<file path="config.mk">
export PLATFORM = sky130hd
export DESIGN_NAME = arcade_input_ctrl_flat
export DESIGN_NICKNAME = d
export VERILOG_FILES = /design/src/rtl/arcade_input_ctrl_if.sv /design/src/rtl/arcade_input_ctrl.sv /design/src/flat_wrapper.sv
export SDC_FILE = /design/constraint.sdc
export NUM_CORES = 1
export LEC_CHECK = 0
export ABC_AREA = 1
export BUFFER_PORTS_ARGS = -buffer_cell sky130_fd_sc_hd__buf_2
export CORE_UTILIZATION = 50
export DETAILED_ROUTE_END_ITERATION = 8
export HOLD_SLACK_MARGIN = 0.05
export PLACE_DENSITY = 0.76
export SLEW_MARGIN = 20
export SYNTH_ARGS = -nofsm -noshare
export SYNTH_HDL_FRONTEND = slang
export SYNTH_SLANG_ARGS = --single-unit
</file>
<file path="constraint.sdc">
create_clock -name clk_sys -period 1.7 [get_ports clk_sys]
set_input_delay 0 -clock clk_sys [delete_from_list [all_inputs] [get_ports clk_sys]]
set_output_delay 0 -clock clk_sys [all_outputs]
set_load 0.01 [all_outputs]
</file>
<file path="src/rtl/arcade_input_ctrl_if.sv">
// Signal bundle between the emu top level and arcade_input_ctrl.
// master drives the raw inputs and receives conditioned controls; slave is arcade_input_ctrl.
interface arcade_input_ctrl_if;
    logic [10:0] ps2_key;
    logic [15:0] joystick_0;
    logic [15:0] joystick_1;
    logic        rotate;
    logic [4:0]  p1_ctrl;
    logic [4:0]  p2_ctrl;
    logic        start1;
    logic        start2;
    logic        test;
    logic        coin1;
    logic [2:0]  coin_pending;

    modport master (
        output ps2_key, joystick_0, joystick_1, rotate,
        input  p1_ctrl, p2_ctrl, start1, start2, test, coin1, coin_pending
    );

    modport slave (
        input  ps2_key, joystick_0, joystick_1, rotate,
        output p1_ctrl, p2_ctrl, start1, start2, test, coin1, coin_pending
    );
endinterface

</file>
<file path="src/rtl/arcade_input_ctrl.sv">
// PS/2 + joystick input conditioning for burnin_rubber: key decode, merge, rotate remap, coin pulser.
// Optional autofire on both fire buttons when ARCADE_INPUT_AUTOFIRE_EN is defined.
module arcade_input_ctrl #(
    parameter int unsigned CLK_HZ  = 12000000,
    parameter int unsigned COIN_MS = 100,
    parameter int unsigned GAP_MS  = 100,
    parameter int unsigned QDEPTH  = 3
`ifdef ARCADE_INPUT_AUTOFIRE_EN
    ,
    parameter int unsigned AUTOFIRE_MS = 50
`endif
) (
    input  logic                clk_sys,
    input  logic                reset_n,
`ifdef ARCADE_INPUT_AUTOFIRE_EN
    input  logic                autofire,
`endif
    arcade_input_ctrl_if.slave  bus
);

    localparam int unsigned   PRESC_TC   = (CLK_HZ / 1000) - 1;
    localparam int unsigned   PW         = (PRESC_TC < 1) ? 1 : $clog2(PRESC_TC + 1);
    localparam logic [PW-1:0] PRESC_LAST = PW'(PRESC_TC);
    localparam logic [7:0]    COIN_LAST  = 8'(COIN_MS - 1);
    localparam logic [7:0]    GAP_LAST   = 8'(GAP_MS - 1);
    localparam logic [2:0]    QMAX       = 3'(QDEPTH);

    typedef enum logic [1:0] {
        IDLE  = 2'd0,
        PULSE = 2'd1,
        GAP   = 2'd2
    } coin_state_t;

    logic          tog_q;
    logic          key_ev;
    logic          pressed;
    logic          ext;
    logic [7:0]    code;
    logic [4:0]    k1_q, k1_d, k2_q, k2_d;
    logic          ks1_q, ks1_d, ks2_q, ks2_d, kt_q, kt_d, kc_q, kc_d;
    logic [15:0]   joy;
    logic          unused_joy;
    logic [4:0]    raw1, raw2;
    logic [1:0]    raw_fire, fire_eff;
    logic [4:0]    p1_d, p2_d, p1_q, p2_q;
    logic          start1_d, start2_d;
    logic          start1_q, start2_q, test_q;
    logic          lvl_q, lvl_dq, coin_req;
    logic [PW-1:0] presc_q;
    logic          tick;
    coin_state_t   state_q, state_d;
    logic [7:0]    ms_q, ms_d;
    logic          deq;
    logic          coin1_q;
    logic [2:0]    queue_q, queue_d;

    function automatic logic [4:0] orient(input logic [4:0] v, input logic rot);
        // {fire,up,down,left,right}: up<-left, down<-right, left<-down, right<-up
        return rot ? {v[4], v[1], v[0], v[2], v[3]} : v;
    endfunction

    assign pressed = bus.ps2_key[9];
    assign ext     = bus.ps2_key[8];
    assign code    = bus.ps2_key[7:0];
    assign key_ev  = bus.ps2_key[10] ^ tog_q;

    always_comb begin
        k1_d  = k1_q;
        k2_d  = k2_q;
        ks1_d = ks1_q;
        ks2_d = ks2_q;
        kt_d  = kt_q;
        kc_d  = kc_q;
        if (key_ev) begin
            case (code)
                8'h75: k1_d[3] = pressed;
                8'h72: k1_d[2] = pressed;
                8'h6B: k1_d[1] = pressed;
                8'h74: k1_d[0] = pressed;
                8'h14: k1_d[4] = pressed;
                default: begin
                    if (!ext) begin
                        case (code)
                            8'h29:        k1_d[4] = pressed;
                            8'h05, 8'h16: ks1_d   = pressed;
                            8'h06, 8'h1E: ks2_d   = pressed;
                            8'h2E, 8'h36: kc_d    = pressed;
                            8'h2D:        k2_d[3] = pressed;
                            8'h2B:        k2_d[2] = pressed;
                            8'h23:        k2_d[1] = pressed;
                            8'h34:        k2_d[0] = pressed;
                            8'h1C:        k2_d[4] = pressed;
                            8'h2C:        kt_d    = pressed;
                            default:      ;
                        endcase
                    end
                end
            endcase
        end
    end

    assign joy        = bus.joystick_0 | bus.joystick_1;
    assign unused_joy = ^joy[15:7];
    assign raw1       = k1_q | joy[4:0];
    assign raw2       = k2_q | joy[4:0];
    assign raw_fire   = {raw2[4], raw1[4]};

`ifdef ARCADE_INPUT_AUTOFIRE_EN
    logic [1:0]  af_prev_q;
    logic [1:0]  af_phase_q;
    logic [15:0] af_cnt_q [2];

    always_ff @(posedge clk_sys or negedge reset_n) begin
        if (!reset_n) begin
            af_prev_q  <= '0;
            af_phase_q <= '0;
            af_cnt_q   <= '{default: '0};
        end else begin
            for (int unsigned p = 0; p < 2; p++) begin
                af_prev_q[p] <= raw_fire[p];
                if (!raw_fire[p]) begin
                    af_phase_q[p] <= 1'b0;
                    af_cnt_q[p]   <= '0;
                end else if (!af_prev_q[p]) begin
                    af_phase_q[p] <= 1'b1;
                    af_cnt_q[p]   <= '0;
                end else if (tick) begin
                    if (af_cnt_q[p] == 16'(AUTOFIRE_MS - 1)) begin
                        af_phase_q[p] <= ~af_phase_q[p];
                        af_cnt_q[p]   <= '0;
                    end else begin
                        af_cnt_q[p] <= af_cnt_q[p] + 16'd1;
                    end
                end
            end
        end
    end

    // The press cycle itself reads as 1 before the phase register has caught up.
    always_comb begin
        fire_eff = raw_fire;
        if (autofire) begin
            for (int unsigned p = 0; p < 2; p++) begin
                fire_eff[p] = raw_fire[p] & (~af_prev_q[p] | af_phase_q[p]);
            end
        end
    end
`else
    assign fire_eff = raw_fire;
`endif

    assign p1_d     = orient({fire_eff[0], raw1[3:0]}, bus.rotate);
    assign p2_d     = orient({fire_eff[1], raw2[3:0]}, bus.rotate);
    assign start1_d = ks1_q | joy[5];
    assign start2_d = ks2_q | joy[6];

    always_ff @(posedge clk_sys or negedge reset_n) begin
        if (!reset_n) begin
            tog_q    <= 1'b0;
            k1_q     <= '0;
            k2_q     <= '0;
            ks1_q    <= 1'b0;
            ks2_q    <= 1'b0;
            kt_q     <= 1'b0;
            kc_q     <= 1'b0;
            p1_q     <= '0;
            p2_q     <= '0;
            start1_q <= 1'b0;
            start2_q <= 1'b0;
            test_q   <= 1'b0;
            lvl_q    <= 1'b0;
            lvl_dq   <= 1'b0;
        end else begin
            tog_q    <= bus.ps2_key[10];
            k1_q     <= k1_d;
            k2_q     <= k2_d;
            ks1_q    <= ks1_d;
            ks2_q    <= ks2_d;
            kt_q     <= kt_d;
            kc_q     <= kc_d;
            p1_q     <= p1_d;
            p2_q     <= p2_d;
            start1_q <= start1_d;
            start2_q <= start2_d;
            test_q   <= kt_q;
            lvl_q    <= start1_d | start2_d | kc_q;
            lvl_dq   <= lvl_q;
        end
    end

    assign coin_req = lvl_q & ~lvl_dq;

    assign tick = (presc_q == PRESC_LAST);

    always_ff @(posedge clk_sys or negedge reset_n) begin
        if (!reset_n) begin
            presc_q <= '0;
        end else begin
            presc_q <= tick ? '0 : presc_q + 1'b1;
        end
    end

    always_comb begin
        state_d = state_q;
        ms_d    = ms_q;
        deq     = 1'b0;
        case (state_q)
            IDLE: begin
                if (queue_q != '0) begin
                    state_d = PULSE;
                    ms_d    = '0;
                    deq     = 1'b1;
                end
            end
            PULSE: begin
                if (tick) begin
                    if (ms_q == COIN_LAST) begin
                        state_d = GAP;
                        ms_d    = '0;
                    end else begin
                        ms_d = ms_q + 8'd1;
                    end
                end
            end
            GAP: begin
                if (tick) begin
                    if (ms_q == GAP_LAST) begin
                        state_d = IDLE;
                        ms_d    = '0;
                    end else begin
                        ms_d = ms_q + 8'd1;
                    end
                end
            end
            default: state_d = IDLE;
        endcase
    end

    // A request coinciding with a dequeue nets out, even when the queue is full.
    always_comb begin
        queue_d = queue_q;
        if (deq && !coin_req) begin
            queue_d = queue_q - 3'd1;
        end else if (coin_req && !deq && (queue_q < QMAX)) begin
            queue_d = queue_q + 3'd1;
        end
    end

    always_ff @(posedge clk_sys or negedge reset_n) begin
        if (!reset_n) begin
            state_q <= IDLE;
            ms_q    <= '0;
            coin1_q <= 1'b0;
            queue_q <= '0;
        end else begin
            state_q <= state_d;
            ms_q    <= ms_d;
            coin1_q <= (state_d == PULSE);
            queue_q <= queue_d;
        end
    end

    assign bus.p1_ctrl      = p1_q;
    assign bus.p2_ctrl      = p2_q;
    assign bus.start1       = start1_q;
    assign bus.start2       = start2_q;
    assign bus.test         = test_q;
    assign bus.coin1        = coin1_q;
    assign bus.coin_pending = queue_q;

endmodule

</file>
<file path="src/flat_wrapper.sv">
// flat-port wrapper written by rule: the top's interface ports become plain ports
module arcade_input_ctrl_flat 
#(
    parameter int unsigned CLK_HZ  = 12000000,
    parameter int unsigned COIN_MS = 100,
    parameter int unsigned GAP_MS  = 100,
    parameter int unsigned QDEPTH  = 3

)
  (clk_sys, reset_n, bus_ps2_key, bus_joystick_0, bus_joystick_1, bus_rotate, bus_p1_ctrl, bus_p2_ctrl, bus_start1, bus_start2, bus_test, bus_coin1, bus_coin_pending);
  arcade_input_ctrl_if bus_i ();
  input  logic clk_sys;
  input  logic reset_n;
  input wire logic [$bits(bus_i.ps2_key)-1:0] bus_ps2_key;
  input wire logic [$bits(bus_i.joystick_0)-1:0] bus_joystick_0;
  input wire logic [$bits(bus_i.joystick_1)-1:0] bus_joystick_1;
  input wire logic [$bits(bus_i.rotate)-1:0] bus_rotate;
  output wire logic [$bits(bus_i.p1_ctrl)-1:0] bus_p1_ctrl;
  output wire logic [$bits(bus_i.p2_ctrl)-1:0] bus_p2_ctrl;
  output wire logic [$bits(bus_i.start1)-1:0] bus_start1;
  output wire logic [$bits(bus_i.start2)-1:0] bus_start2;
  output wire logic [$bits(bus_i.test)-1:0] bus_test;
  output wire logic [$bits(bus_i.coin1)-1:0] bus_coin1;
  output wire logic [$bits(bus_i.coin_pending)-1:0] bus_coin_pending;
  assign bus_i.ps2_key = bus_ps2_key;
  assign bus_i.joystick_0 = bus_joystick_0;
  assign bus_i.joystick_1 = bus_joystick_1;
  assign bus_i.rotate = bus_rotate;
  assign bus_p1_ctrl = bus_i.p1_ctrl;
  assign bus_p2_ctrl = bus_i.p2_ctrl;
  assign bus_start1 = bus_i.start1;
  assign bus_start2 = bus_i.start2;
  assign bus_test = bus_i.test;
  assign bus_coin1 = bus_i.coin1;
  assign bus_coin_pending = bus_i.coin_pending;
  arcade_input_ctrl #(.CLK_HZ(CLK_HZ), .COIN_MS(COIN_MS), .GAP_MS(GAP_MS), .QDEPTH(QDEPTH)) u_core (.clk_sys(clk_sys), .reset_n(reset_n), .bus(bus_i));
endmodule
</file>
==> results of run 1 <==
stage by stage:
| stage | utilization (%) | total power, mW | hold slack, ns | TNS [ns] | area, um^2 |
|---|---|---|---|---|---|
| final | 66.7 | 4.01 | 0.0938 | 0 | 4020 |
| after global routing | 66.7 | 4.27 | 0.109 | -0.0283 | 4020 |
| after CTS | 65.9 | 3.94 | 0.0777 | 0 | 3970 |
| after detailed placement | 58.3 | 2.59 | 0.0270 | 0 | 3510 |
| after global placement | 58.3 | 2.56 | 0.0261 | 0 | 3510 |
| after floorplan | - | 2.29 | -0.296 | 0 | 3170 |
sequential cells by signal, indices dropped and copies added (netlist names), 2 cells and up:
register / count
u_core.presc_q: 14
u_core.ms_q: 8
u_core.bus.p1_ctrl: 5
u_core.bus.p2_ctrl: 5
u_core.k1_q: 5
u_core.k2_q: 5
u_core.bus.coin_pending: 3
u_core.state_q: 2
power by group through the flow:
stage	clock, mW	combinational (mW)	sequential [mW]
finish	1.29	1.12	1.60
global route	1.38	1.27	1.62
CTS	1.32	1.02	1.59
detailed placement	0	0.971	1.62
global placement	0	0.945	1.61
floorplan	0	0.641	1.65
worst reg2reg max path: stages (launching register included):
cell and delay, ns:
sky130_fd_sc_hd__dfrtp_1 0.39, sky130_fd_sc_hd__inv_2 0.09, sky130_fd_sc_hd__ha_4 0.16, sky130_fd_sc_hd__nand2_2 0.08
sky130_fd_sc_hd__nor2_4 0.13, sky130_fd_sc_hd__inv_2 0.05, sky130_fd_sc_hd__fa_2 0.34, sky130_fd_sc_hd__nand2_2 0.07
sky130_fd_sc_hd__nand2_1 0.05, sky130_fd_sc_hd__nor2_1 0.08, sky130_fd_sc_hd__nor2_1 0.04
cell type report:
class                      count  share of cell area [%]
inverter                      55                    5.14
timing repair buffer          80                    14.1
sequential                    58                    36.1
tap                           75                    2.34
multi-input combinational    279                    37.2
clock buffer                  11                    3.77
clock inverter                 5                    1.31
Yosys cell counts:
master                      number
sky130_fd_sc_hd__nor3b_2         1
sky130_fd_sc_hd__dfrtp_1        58
sky130_fd_sc_hd__o31ai_1         2
sky130_fd_sc_hd__nand2_2        10
sky130_fd_sc_hd__clkbuf_1        1
sky130_fd_sc_hd__buf_1           1
sky130_fd_sc_hd__buf_6           3
sky130_fd_sc_hd__or2_2           1
sky130_fd_sc_hd__nor2_4          1
sky130_fd_sc_hd__nor3_2          1
sky130_fd_sc_hd__xnor2_1         1
sky130_fd_sc_hd__nand3b_1        5
sky130_fd_sc_hd__ha_1            6
sky130_fd_sc_hd__nor2_2          7
sky130_fd_sc_hd__nand3_2         2
sky130_fd_sc_hd__inv_2           5
sky130_fd_sc_hd__o2111ai_1       1
sky130_fd_sc_hd__o21ai_0        11
sky130_fd_sc_hd__nand4_1         6
sky130_fd_sc_hd__nand3_1        28
sky130_fd_sc_hd__buf_2           1
sky130_fd_sc_hd__nor4_1          2
sky130_fd_sc_hd__xor2_1          9
sky130_fd_sc_hd__nor3_1         18
sky130_fd_sc_hd__o21ai_2         6
sky130_fd_sc_hd__a31oi_1         1
sky130_fd_sc_hd__o21ai_1         1
sky130_fd_sc_hd__nor2_1         40
sky130_fd_sc_hd__nand3_4         1
sky130_fd_sc_hd__inv_1          50
sky130_fd_sc_hd__nand2_1        99
sky130_fd_sc_hd__a21oi_1        13
sky130_fd_sc_hd__nor3b_1         1
sky130_fd_sc_hd__fa_1            1
sky130_fd_sc_hd__mux2i_1         4
cell families (layout without fill, tap and decap cells):
group / after synthesis / after routing
AO/OA/AOI/OAI: 35 / 35
XOR/XNOR: 10 / 10
adder cells (fa/ha/maj): 7 / 7
buffers and inverters: 61 / 151
flip-flops: 58 / 58
multiplexers: 4 / 4
AND/OR/NAND/NOR: 223 / 223
cells in the final DEF, fill, tap and decap left out, types with 2 or more instances in the layout:
| cell | synthesis | layout |
|---|---|---|
| sky130_fd_sc_hd__a21oi_1 | 13 | 13 |
| sky130_fd_sc_hd__buf_2 | 1 | 44 |
| sky130_fd_sc_hd__buf_4 | 0 | 10 |
| sky130_fd_sc_hd__clkbuf_8 | 0 | 11 |
| sky130_fd_sc_hd__clkinv_2 | 0 | 3 |
| sky130_fd_sc_hd__dfrtp_1 | 58 | 58 |
| sky130_fd_sc_hd__dlygate4sd3_1 | 0 | 25 |
| sky130_fd_sc_hd__ha_1 | 6 | 5 |
| sky130_fd_sc_hd__inv_1 | 50 | 47 |
| sky130_fd_sc_hd__inv_2 | 5 | 8 |
| sky130_fd_sc_hd__mux2i_1 | 4 | 4 |
| sky130_fd_sc_hd__nand2_1 | 99 | 96 |
| sky130_fd_sc_hd__nand2_2 | 10 | 13 |
| sky130_fd_sc_hd__nand3_1 | 28 | 28 |
| sky130_fd_sc_hd__nand3_2 | 2 | 2 |
| sky130_fd_sc_hd__nand3b_1 | 5 | 5 |
| sky130_fd_sc_hd__nand4_1 | 6 | 6 |
| sky130_fd_sc_hd__nor2_1 | 40 | 39 |
| sky130_fd_sc_hd__nor2_2 | 7 | 6 |
| sky130_fd_sc_hd__nor2_4 | 1 | 3 |
| sky130_fd_sc_hd__nor3_1 | 18 | 18 |
| sky130_fd_sc_hd__nor4_1 | 2 | 2 |
| sky130_fd_sc_hd__o21ai_0 | 11 | 11 |
| sky130_fd_sc_hd__o21ai_2 | 6 | 6 |
| sky130_fd_sc_hd__o31ai_1 | 2 | 2 |
| sky130_fd_sc_hd__xor2_1 | 9 | 9 |
metal layers:
layer	routed length, um	GRT usage, %
met4	196	10.7
met1	3040	27.4
met2	3480	39.9
met3	286	7.22
met5	0	0
how the worst max path moves through the flow:
stage	start	endpoint	slack [ns]
after CTS	u_core.state_q[0]$_DFF_PN0_	u_core.bus.coin_pending[2]$_DFFE_PN0P_	0.003
after floorplan	u_core.state_q[0]$_DFF_PN0_	u_core.bus.coin_pending[2]$_DFFE_PN0P_	0.05
final	u_core.state_q[1]$_DFF_PN0_	u_core.bus.coin_pending[2]$_DFFE_PN0P_	0.11
after detailed placement	u_core.state_q[0]$_DFF_PN0_	u_core.bus.coin_pending[2]$_DFFE_PN0P_	0.01
after global routing	u_core.presc_q[0]$_DFF_PN0_	u_core.ms_q[5]$_DFFE_PN0P_	-0.01
after global placement	u_core.state_q[0]$_DFF_PN0_	u_core.bus.coin_pending[2]$_DFFE_PN0P_	0.06
repair_timing:
action | in CTS | in global routing
setup endpoints to repair | 1 | 5
gates resized for setup | 1 | 11
pin swaps | 0 | 4
hold endpoints to repair | 82 | 0
buffers inserted | 0 | 2
hold buffers | 25 | 0
==> summary by stage, run 1 <==
Yosys
Yosys printed 0 warnings. The area share of xor/xnor cells in the synthesized design is 2.77%. Sequential elements use 45.8% of the synthesized area.

When the netlist entered floorplanning its net count stood at 451. The multiplexer share of the synthesized area is between 1 and 1.5%. The count of unique library cells instantiated by Yosys is 35. The synthesized area divided by synthesized cell count is slightly below 8 um^2.

Of the post-synthesis cell area, the dominant cell type holds 45.8%. After synthesis the netlist holds a flip-flop and latch count of 58. Summed over all instances, the cell type with the most area after synthesis is sky130_fd_sc_hd__dfrtp_1.

The post-synthesis compound-gate area fraction is 6.56%. The combined area of all synthesized cells is 0.00317 mm^2. The cell count after synthesis came out at 398.

The adder and majority cell fraction of the synthesized area is 3.00%. Summing the areas of all and, or, nand and nor instances in the mapped netlist gives 32.6% of the synthesized area. After synthesis, the largest family of logic cells by area is simple AND/OR/NAND/NOR gates.

Ranked by total cell area, the synthesized netlist is headed by sky130_fd_sc_hd__dfrtp_1 46%, sky130_fd_sc_hd__nand2_1 12%, sky130_fd_sc_hd__inv_1 5.9%.

Critical path
The cell family contributing the most delay on the critical path is adder cells. The startpoint identified for the worst register-to-register timing path is u_core.state_q[1]$_DFF_PN0_. The register-to-register path setup slack is 0.11 ns. Traced cell by cell, the critical path runs through inv_2, ha_4, nand2_2, nor2_4, inv_2, fa_2, nand2_2, nand2_1, nor2_1, nor2_1.

The critical path endpoint category is a flop. By startpoint and endpoint, the worst setup path is classified as reg -> reg. The endpoint identified for the worst register-to-register timing path is u_core.bus.coin_pending[2]$_DFFE_PN0P_. The data required time at the worst endpoint is roughly 1.9 ns. On the worst path, the slowest cell contributes a delay of 0.39 ns. The kind of start point of the critical path is a flop.

The total number of cells along the worst setup path is 10. Counting both buffers and inverters, the worst setup path holds a total of 2. The arrival time of the worst setup path is 1.81 ns. The number of cells on the worst reg-to-reg path is 10.

The cell with the largest stage delay on the worst path is sky130_fd_sc_hd__dfrtp_1. The top fanout value on the critical path is 3.

Min path
The end point of the worst hold path is u_core.k2_q[0]$_DFFE_PN0P_. The startpoint identified for the worst hold timing path is bus_ps2_key[6]. The worst hold path passes through 6 cells. The tightest min-delay check is of the in -> reg type.

Place
The number of buffers inserted by port buffering is 44. In this run, placement finished with an instance count of 520. The placed wire-length estimate after detailed placement is 4.62 mm. Routability-driven placement finished with a final weighted congestion of 0.913. The post-place setup slack is around 0.011 ns.

Timing
Setup repair after global routing could not meet its margin everywhere. After layout, the minimum clock period comes to roughly 1.6 ns. Across all setup checks in the final design, the least slack found is 0.115 ns. The slew at the pin closest to its max-slew limit is 0.462 ns. In this run the tightest slew margin relative to its limit is 68.9%. Based on the critical path, the design can be clocked at up to 0.631 GHz.

The max-slew violation count came to 0. The number of failing hold endpoints at the final stage is 0. The setup skew after layout is roughly 0.010 ns. The final setup violation count is 0. In the finished design, the share of the clock period the worst path needs comes to 93.3%.

Die
After floorplanning, the core was sized to cover between 0.006 and 0.007 mm^2. The die area is 0.00665 mm^2. Once the floorplan was initialized, standard cells occupied 52.5% of the core. The number of placement rows is 28. The die extent in x is 81.6 um.

From bottom edge to top edge, the die measures between 80 and 90 um. For this design the top-level I/O count stands at 63.

Power and ir drop
Of the total power, the clock network draws 32.2%. The share of total power dissipated in combinational logic is 28.0%. The net switching share of the total power is 31.8%.

The internal power component is 2.73 mW. Dividing total power by cell area gives a power density of between 900 and 1000 mW/mm^2. The power share of the sequential group is 39.8%. Summed over all nets, the switching power comes to ~1.3 mW. VDD sags by at most 0.000654 V. The leakage power summed over all cells is 1.97 nW.

Global route
Global routing used 23.6% of the available tracks. The number of global-route vias before repair came to 2688. The global route total overflow is 0. Entering global routing, the biggest net connects 59 pins. The number of antenna violations at the first check in global routing came to 0. The first global-routing pass estimated approximately 12 mm of wire.

Layout
Excluding fillers, the count of instances in the completed layout stands at roughly 560. The area of all sequential standard cells is 0.00145 mm^2. The multi-input combinational cells in the finished layout cover a total of 0.00150 mm^2.

Of the cells placed in the final design, the portion with a size suffix greater than 1 is 23.6%. The layout overhead on the synthesized area is 26.9%. The number of diodes added for antenna fixing is 0. Fill cells in the final layout number approximately 510.

After the last flow step, the layout net total stands at 536.

CTS
The insertion delay of the later-clocked pin in the worst-skew pair is between 0.3 and 0.4 ns. Counting every sink on the clock net gives between 50 and 60. The clock tree from TritonCTS is yes.

The cell chosen for the clock root is sky130_fd_sc_hd__clkbuf_8. The deepest level of the CTS H-tree is 3. After clock tree synthesis, the clock-pin slew on the worst setup and hold paths is 0.07 ns. The maximum buffer depth of the clock tree is 2. The total clock buffers created by CTS is 9.

Route
The first-iteration detailed-routing DRC count is 137. The remaining routing DRC violations is 0. The count of vias placed by the detailed router is 2872. The routed length per instance is approximately 12 um. Using the TritonRoute via totals, the vias-per-cell ratio works out to ~5.

The final layout contains routed wiring with a total length of 7.00 mm. Once detail routing completed, the nets flagged for antenna violations numbered 0. The first detailed-routing pass took 5 iterations.

Run status
The flow ran to the end, and the final reports show no timing, DRC or antenna violations.

Run
The tool flagged a number of max-cap violations equal to 0.
Note: power is estimated with default switching activity, not from simulation.
==> run 2: changes to the inputs <==
Settings changed: CORE_ASPECT_RATIO set to 1.4, REMOVE_ABC_BUFFERS set to 1.
==> run 2 against run 1 <==
Compared with the run above: clock power up 13%; sequential share of layout area down 0.31 points; final cell count down 0.36%; maximum frequency down 4.5%; critical endpoint unchanged; critical path depth unchanged; via count up 0.24%; critical path type unchanged; worst setup slack worse by 0.074 ns; final area up 0.87%; largest power group unchanged; count of clock-buffer cells in the layout down 1; hold slack worse by 0.018 ns.
==> summary by stage, run 2 (synthesis gave the netlist of run 1 again) <==
Run status
The run finished with clean final reports.

Route
The routed length per instance is 12.7 um (+2.2%). The length of routed met2 wiring is 3.78 mm (+8.6%). The final wirelength is 7.13 mm (+1.8%). The met3 wire length is 241 um (-16%). The count of vias placed by the detailed router is 2879 (+0.24%).

The first-iteration detailed-routing DRC count is 116 (-15%). The wire length the detailed router placed on met1 came to 2.87 mm (-5.6%). The number of antenna-violating nets in the routed design is 0 (unchanged). The remaining routing DRC violations is 0 (unchanged). The highest layer touched by signal routing is met4. The number of detailed-route iterations in the first pass came to 4 (-1). The via-per-instance ratio is 5.13 (+0.60%).

CTS
The number of sinks handled by clock tree synthesis is 58 (unchanged). The deepest level of the CTS H-tree came to 3 (unchanged). The clock edge transition at the registers on the reported setup and hold paths was 0.08 ns (about the same).

The maximum buffer depth of the clock tree is 2 (unchanged). TritonCTS built the clock tree. The cell chosen for the clock root is sky130_fd_sc_hd__clkbuf_8.

The insertion delay of the later-clocked pin in the worst-skew pair is 0.35 ns (+0.02 ns). The total clock buffers created by CTS was 9 (unchanged).

Critical path
The data required time at the worst endpoint is 1.94 ns (+0.02 ns). The kind of start point of the critical path is a flop. The arrival time of the worst setup path is 1.90 ns (+0.09 ns). The top fanout value on the critical path was 2 (-1). The class of the most critical setup path is reg -> reg. The worst setup path is captured at a flop.

The startpoint identified for the worst register-to-register timing path is u_core.state_q[1]$_DFF_PN0_. The critical path starts at u_core.state_q[1]$_DFF_PN0_.

Timing
The minimum period implied by the final worst setup slack is 1.66 ns (+0.0742 ns). Setup repair after global routing could not meet its margin everywhere. The number of failing hold endpoints at the final stage came to 0 (unchanged). The worst max-slew margin expressed relative to the limit is 64.2% (-4.8 points). The worst hold margin came to 0.0757 ns (-0.0181 ns). The slew at the pin closest to its max-slew limit is 0.537 ns (+0.0756 ns). The max-slew violation count is 0 (unchanged). The share of the clock period used by the worst path is 97.6% (+4.4 points). The fmax is 0.603 GHz (-4.5%).

The final setup violation count was 0 (unchanged). The setup skew after layout came to 0.00761 ns (-0.00264 ns).

Run
The reported max-cap violation count is 0 (unchanged).

Die
The initial standard-cell utilization of the core was 52.9% (+0.34 points). The die area is 0.00666 mm^2 (about the same). The y dimension of the die is 96.1 um (+18%). The core area is 0.00599 mm^2 (-0.64%).

The die extent in x is 69.2 um (-15%). The number of placement rows is 33 (+18%). The number of top-level design ports is 63 (unchanged).

Power and ir drop
The post-route total power was 4.17 mW (+4.0%). The power per cell area is 1030 mW/mm^2 (+3.1%). The peak supply drop is 0.000608 V (-7.0%). The leakage power summed over all cells was 1.98 nW (+0.80%).

Layout
The flip-flop count of the largest register after layout is 14 (unchanged). In the final layout, the registers with the most flip-flops are u_core.presc_q x14, u_core.ms_q x8. The fraction of final layout cells sized beyond drive strength 1 was 23.6% (+0.060 points). The library cell used most frequently in the layout, excluding fill and tap cells, is sky130_fd_sc_hd__nand2_1. The number of diodes added for antenna fixing came to 0 (unchanged). The layout filler cell count is 475 (-5.9%). The layout overhead on the synthesized area is 28.0%. In the layout the commonest cells are 99 x sky130_fd_sc_hd__nand2_1, 58 x sky130_fd_sc_hd__dfrtp_1, 48 x sky130_fd_sc_hd__inv_1. The final-stage net count is 539 (+0.56%). More flip-flops sit in one register than any other, and that register is u_core.presc_q.

Place
The final RePlAce weighted congestion came to 0.912 (-0.11%). The placed wire-length estimate after detailed placement was 4.87 mm (+5.3%). The number of buffers inserted by port buffering is 44 (unchanged).

Global route
The wire length of the first global-routing pass is 11.8 mm (+1.1%). The number of antenna violations at the first check in global routing is 0 (unchanged). The number of global-route vias before repair is 2769 (+3.0%).

The pin count of the biggest net entering global routing is 38 (-36%). The combined global-route utilization of all metal layers came to 23.0% (-0.59 points). The global route total overflow is 0 (unchanged).

Min path
The tightest min-delay check is of the in -> reg type. The worst hold path begins at bus_ps2_key[7].
-- run 2: cell count changes in the layout (fill, tap and decap cells not counted), moves of 2 or more --
cell	before	now
sky130_fd_sc_hd__clkinv_2	3	0
sky130_fd_sc_hd__clkinvlp_4	1	4
sky130_fd_sc_hd__nand2_1	96	99
sky130_fd_sc_hd__nand2_2	13	10
sky130_fd_sc_hd__buf_4	10	12
sky130_fd_sc_hd__nor2_2	6	8
sky130_fd_sc_hd__nor2_4	3	1
-- run 2: per-stage QoR --
stage          area (um^2)  setup TNS [ns]  util, %  cells  setup slack (ns)
2_1_floorplan         3120               0        -    392            0.0542
3_3_place_gp          3530               0     59.0    518            0.0626
3_5_place_dp          3530               0     59.0    518           0.00273
4_1_cts               4020               0     67.1    560           0.00254
5_1_grt               4050         -0.0912     67.7    561           -0.0805
6_report              4050               0     67.7    561            0.0404
-- run 2: layout make-up --
cell class	count	area, um^2	area share (%)
multi-input cells	280	1500	37.0
repair buffers	82	581	14.3
inverters	55	206	5.09
clock inverters	6	90.1	2.22
clock buffers	10	138	3.40
flip-flops and latches	58	1450	35.8
well taps	70	87.6	2.16
-- run 2: repair_timing --
item / in CTS / in global routing
gates resized for setup: 1 / 7
endpoints found under the setup margin: 1 / 7
endpoints found under the hold margin: 81 / 0
pin swaps: 2 / 1
gates cloned: 0 / 1
hold buffers: 25 / 0
setup buffers: 1 / 0
-- run 2: path summary, 6_finish.rpt --
kind | end | slack [ns] | cells past startpoint
setup / recovery | u_core.bus.coin_pending[2]$_DFFE_PN0P_ | 0.04 | 10
max in group asynchronous | u_core.kc_q$_DFFE_PN0P_ | 0.96 | 3
hold reg to reg | u_core.lvl_dq$_DFF_PN0_ | 0.38 | 0
setup reg to reg | u_core.bus.coin_pending[2]$_DFFE_PN0P_ | 0.04 | 10
min in group asynchronous | u_core.presc_q[11]$_DFF_PN0_ | 0.16 | 2
hold / removal | u_core.k2_q[0]$_DFFE_PN0P_ | 0.08 | 6
-- run 2: routing by layer --
layer	track usage, %	vias up
met5	0	-
met1	23.9	1338
met3	5.97	20
met4	12.1	0
li1	-	1453
met2	42.7	68
-- run 2: where the power goes --
group	internal [mW]	switching, mW	total [mW]
registers	1.51	0.0867	1.60
logic	0.459	0.653	1.11
clock network	0.863	0.593	1.46
-- run 2: worst max-delay path: stages (launching register included) --
cell	delay, ns
sky130_fd_sc_hd__dfrtp_1	0.39
sky130_fd_sc_hd__inv_2	0.07
sky130_fd_sc_hd__ha_2	0.19
sky130_fd_sc_hd__nand2_1	0.10
sky130_fd_sc_hd__nor2_2	0.13
sky130_fd_sc_hd__inv_1	0.07
sky130_fd_sc_hd__fa_2	0.34
sky130_fd_sc_hd__nand2_1	0.09
sky130_fd_sc_hd__nand2_1	0.05
sky130_fd_sc_hd__nor2_1	0.08
sky130_fd_sc_hd__nor2_1	0.04
==> run 3: changes to the inputs <==
Settings changed: PLACE_DENSITY 0.76 to 0.77.
==> run 3 against run 2 <==
Compared with the run above: routed wire length is 1.2% lower; hold slack gained 0.017 ns; clock skew is essentially flat; final area increased by 0.15%; first-iteration DRC count up 66%; worst setup slack improved by 0.052 ns; count of clock-buffer cells in the layout rose by 1; maximum frequency up 3.3%; non-clock buffer count did not move; critical path type unchanged.
==> summary by stage, run 3 (synthesis gave the netlist of run 1 again) <==
Die
The die extent in x is 69.2 um (unchanged). The initial standard-cell utilization of the core is 52.9% (unchanged). The die area is 0.00666 mm^2 (unchanged). The number of top-level design ports is 63 (unchanged). The y dimension of the die is 96.1 um (unchanged). The number of placement rows is 33 (unchanged).

The core area is 0.00599 mm^2 (unchanged).

Critical path
The total number of cells along the worst setup path was 10 (unchanged). The arrival time of the worst setup path is 1.85 ns (-0.05 ns). The worst setup path is captured at a flop. The data required time at the worst endpoint came to 1.94 ns (about the same).

Traced cell by cell, the critical path runs through inv_1, ha_2, nand2_1, nor2_2, inv_2, fa_2, nand2_1, nand2_1, nor2_1, nor2_1. The top fanout value on the critical path came to 3 (+1). The beginning of the critical path is u_core.state_q[0]$_DFF_PN0_. The register-to-register path setup slack is 0.09 ns (+0.05 ns). The class of the most critical setup path is reg -> reg. The startpoint of the worst register-to-register path is u_core.state_q[0]$_DFF_PN0_.

The end of the worst register-to-register path is u_core.bus.coin_pending[2]$_DFFE_PN0P_. The buffers plus inverters on the worst setup path was 2 (unchanged). Counting stages on the worst path, the most repeated cell is sky130_fd_sc_hd__nand2_1. The number of cells traversed by the worst register-to-register path is 10 (unchanged). The kind of start point of the critical path is a flop. The cell family contributing the most delay on the critical path is adder cells. The critical path endpoint is u_core.bus.coin_pending[2]$_DFFE_PN0P_.

On the critical path, the stage with the largest delay is an instance of sky130_fd_sc_hd__dfrtp_1. The worst stage delay on the critical path is 0.38 ns (about the same).

Run status
The flow ran to the end, and the final reports show no timing, DRC or antenna violations.

Power and ir drop
The leakage power summed over all cells was 1.99 nW (+0.18%). The net switching share of the total power is 31.4% (-0.60 points). The post-route total power is 4.11 mW (-1.3%).

The logic gate share of total power is 26.6% (about the same). The power per cell area came to 1010 mW/mm^2 (-1.4%). The clock power share was 34.6% (-0.3 points). The peak supply drop was 0.000482 V (-21%). The power spent charging and discharging nets is 1.29 mW (-3.1%). The power share of the sequential group came to 38.8% (+0.4 points). The internal power component was 2.82 mW (-0.43%).

Layout
The number of diodes added for antenna fixing was 0 (unchanged). The layout filler cell count is 469 (-1.3%). The area of the multi-input gates is 0.00151 mm^2 (+0.50%). In the layout the commonest cells are 99 x sky130_fd_sc_hd__nand2_1, 58 x sky130_fd_sc_hd__dfrtp_1, 49 x sky130_fd_sc_hd__inv_1. The fraction of final layout cells sized beyond drive strength 1 is 22.8% (-0.81 points). The final-stage net count is 539 (unchanged). The flip-flop count of the largest register after layout is 14 (unchanged). Compared with the post-synthesis result, the final layout area differs by 28.2%.

The most common cell after layout, fill and taps aside is sky130_fd_sc_hd__nand2_1. The register bank with the most flops is u_core.presc_q. The area of all sequential standard cells is 0.00145 mm^2 (unchanged).

The largest registers in the layout are u_core.presc_q x14, u_core.ms_q x8.

Timing
Setup repair after global routing could not meet its margin everywhere. The final setup violation count is 0 (unchanged). The number of failing hold endpoints at the final stage was 0 (unchanged). The minimum period implied by the final worst setup slack was 1.61 ns (-0.0524 ns).

The worst hold margin is 0.0925 ns (+0.0168 ns). The max-slew violation count is 0 (unchanged). The worst max-slew margin expressed relative to the limit is 64.9% (+0.69 points). The share of the clock period used by the worst path is 94.5% (-3.1 points).

The fmax is 0.622 GHz (+3.3%). The setup skew after layout is 0.00741 ns (-0.000194 ns). The setup slack after layout is 0.0927 ns (+0.0524 ns).

The final total negative setup slack is 0 ns (unchanged). The slew at the pin closest to its max-slew limit is 0.527 ns (-0.0104 ns).

Global route
The number of global-route vias before repair is 2808 (+1.4%). The number of antenna violations at the first check in global routing is 0 (unchanged). The pin count of the biggest net entering global routing is 38 (unchanged). The global route total overflow came to 0 (unchanged). The wire length of the first global-routing pass is 12.1 mm (+2.2%).

The combined global-route utilization of all metal layers was 23.4% (+0.39 points).

CTS
The number of buffers inserted by post-CTS setup repair is 0 (-1). The maximum buffer depth of the clock tree is 2 (unchanged). The insertion delay of the later-clocked pin in the worst-skew pair is 0.34 ns (about the same). The total clock buffers created by CTS is 9 (unchanged).

The clock tree from TritonCTS is yes. The clock edge transition at the registers on the reported setup and hold paths is 0.07 ns (about the same). The number of sinks handled by clock tree synthesis is 58 (unchanged). The deepest level of the CTS H-tree was 3 (unchanged).

The root buffer cell chosen for the clock tree is sky130_fd_sc_hd__clkbuf_8.

Route
The number of detailed-route iterations in the first pass is 5 (+1). The number of antenna-violating nets in the routed design is 0 (unchanged). The remaining routing DRC violations is 0 (unchanged).

The final wirelength is 7.04 mm (-1.2%). The first-iteration detailed-routing DRC count came to 192 (+66%). The via-per-instance ratio is 5.18 (+0.90%).

The count of vias placed by the detailed router is 2905 (+0.90%). The routed length per instance is 12.6 um (-1.2%).

Place
The number of buffers inserted by port buffering is 44 (unchanged). The placed wire-length estimate after detailed placement is 4.89 mm (+0.40%). The final RePlAce weighted congestion came to 0.937 (+2.8%).

The post-place setup slack is -0.00131 ns (-0.00404 ns).

Min path
In this run the worst hold path is classified as in -> reg.

Run
The reported max-cap violation count came to 0 (unchanged).
[run 3: cell type report]
class,instances,area share (%)
Clock buffer,11,3.48
Clock inverter,5,1.91
Inverter,55,5.09
Multi-Input combinational cell,280,37.1
Sequential cell,58,35.8
Tap cell,70,2.16
Timing Repair Buffer,82,14.5
[run 3: repair_timing]
item                       in CTS  in global routing
gates cloned                    0                  1
setup endpoints to repair       1                 16
hold buffers                   28                  0
gates resized for setup         2                  7
pin swaps                       3                  2
hold endpoints to repair       72                  0
[run 3: stage by stage]
stage               utilization, %  area [um^2]  instances
detailed placement            58.7         3510        516
CTS                           67.1         4020        560
global placement              58.7         3510        516
finish                        67.8         4060        561
global route                  67.8         4060        561
floorplan                        -         3120        392
[run 3: per-layer routing]
metal	up-vias	GRT usage (%)	share of wire, %
met5	-	0	0
met4	0	13.3	3.4
met3	19	5.55	3.8
met2	87	43.3	53
met1	1352	24.4	39
li1	1447	-	-
[run 3: worst min-delay path, stage by stage]
cell and delay, ns:
sky130_fd_sc_hd__buf_2 0.14, sky130_fd_sc_hd__nand2_2 0.09, sky130_fd_sc_hd__nor4_1 0.07, sky130_fd_sc_hd__nand3_2 0.06
sky130_fd_sc_hd__nand2_1 0.04
[run 3: how the worst min path moves through the flow]
stage / start / endpoint / slack (ns) / depth (start not counted)
after floorplan: reset_n / u_core.bus.coin1$_DFF_PN0_ / -0.30 / 0
after global placement: reset_n / u_core.presc_q[3]$_DFF_PN0_ / 0.009 / 1
after detailed placement: reset_n / u_core.presc_q[3]$_DFF_PN0_ / 0.01 / 1
after CTS: bus_ps2_key[5] / u_core.k2_q[2]$_DFFE_PN0P_ / 0.07 / 5
after global routing: bus_ps2_key[1] / u_core.k2_q[1]$_DFFE_PN0P_ / 0.1 / 5
final: bus_ps2_key[5] / u_core.k2_q[2]$_DFFE_PN0P_ / 0.09 / 5
[run 3: power by group through the flow]
stage / sequential [mW] / clock (mW) / combinational, mW
after floorplan: 1.65 / 0 / 0.595
after global routing: 1.61 / 1.51 / 1.25
after global placement: 1.61 / 0 / 0.958
after CTS: 1.59 / 1.45 / 1.05
after detailed placement: 1.61 / 0 / 0.988
final: 1.60 / 1.42 / 1.09
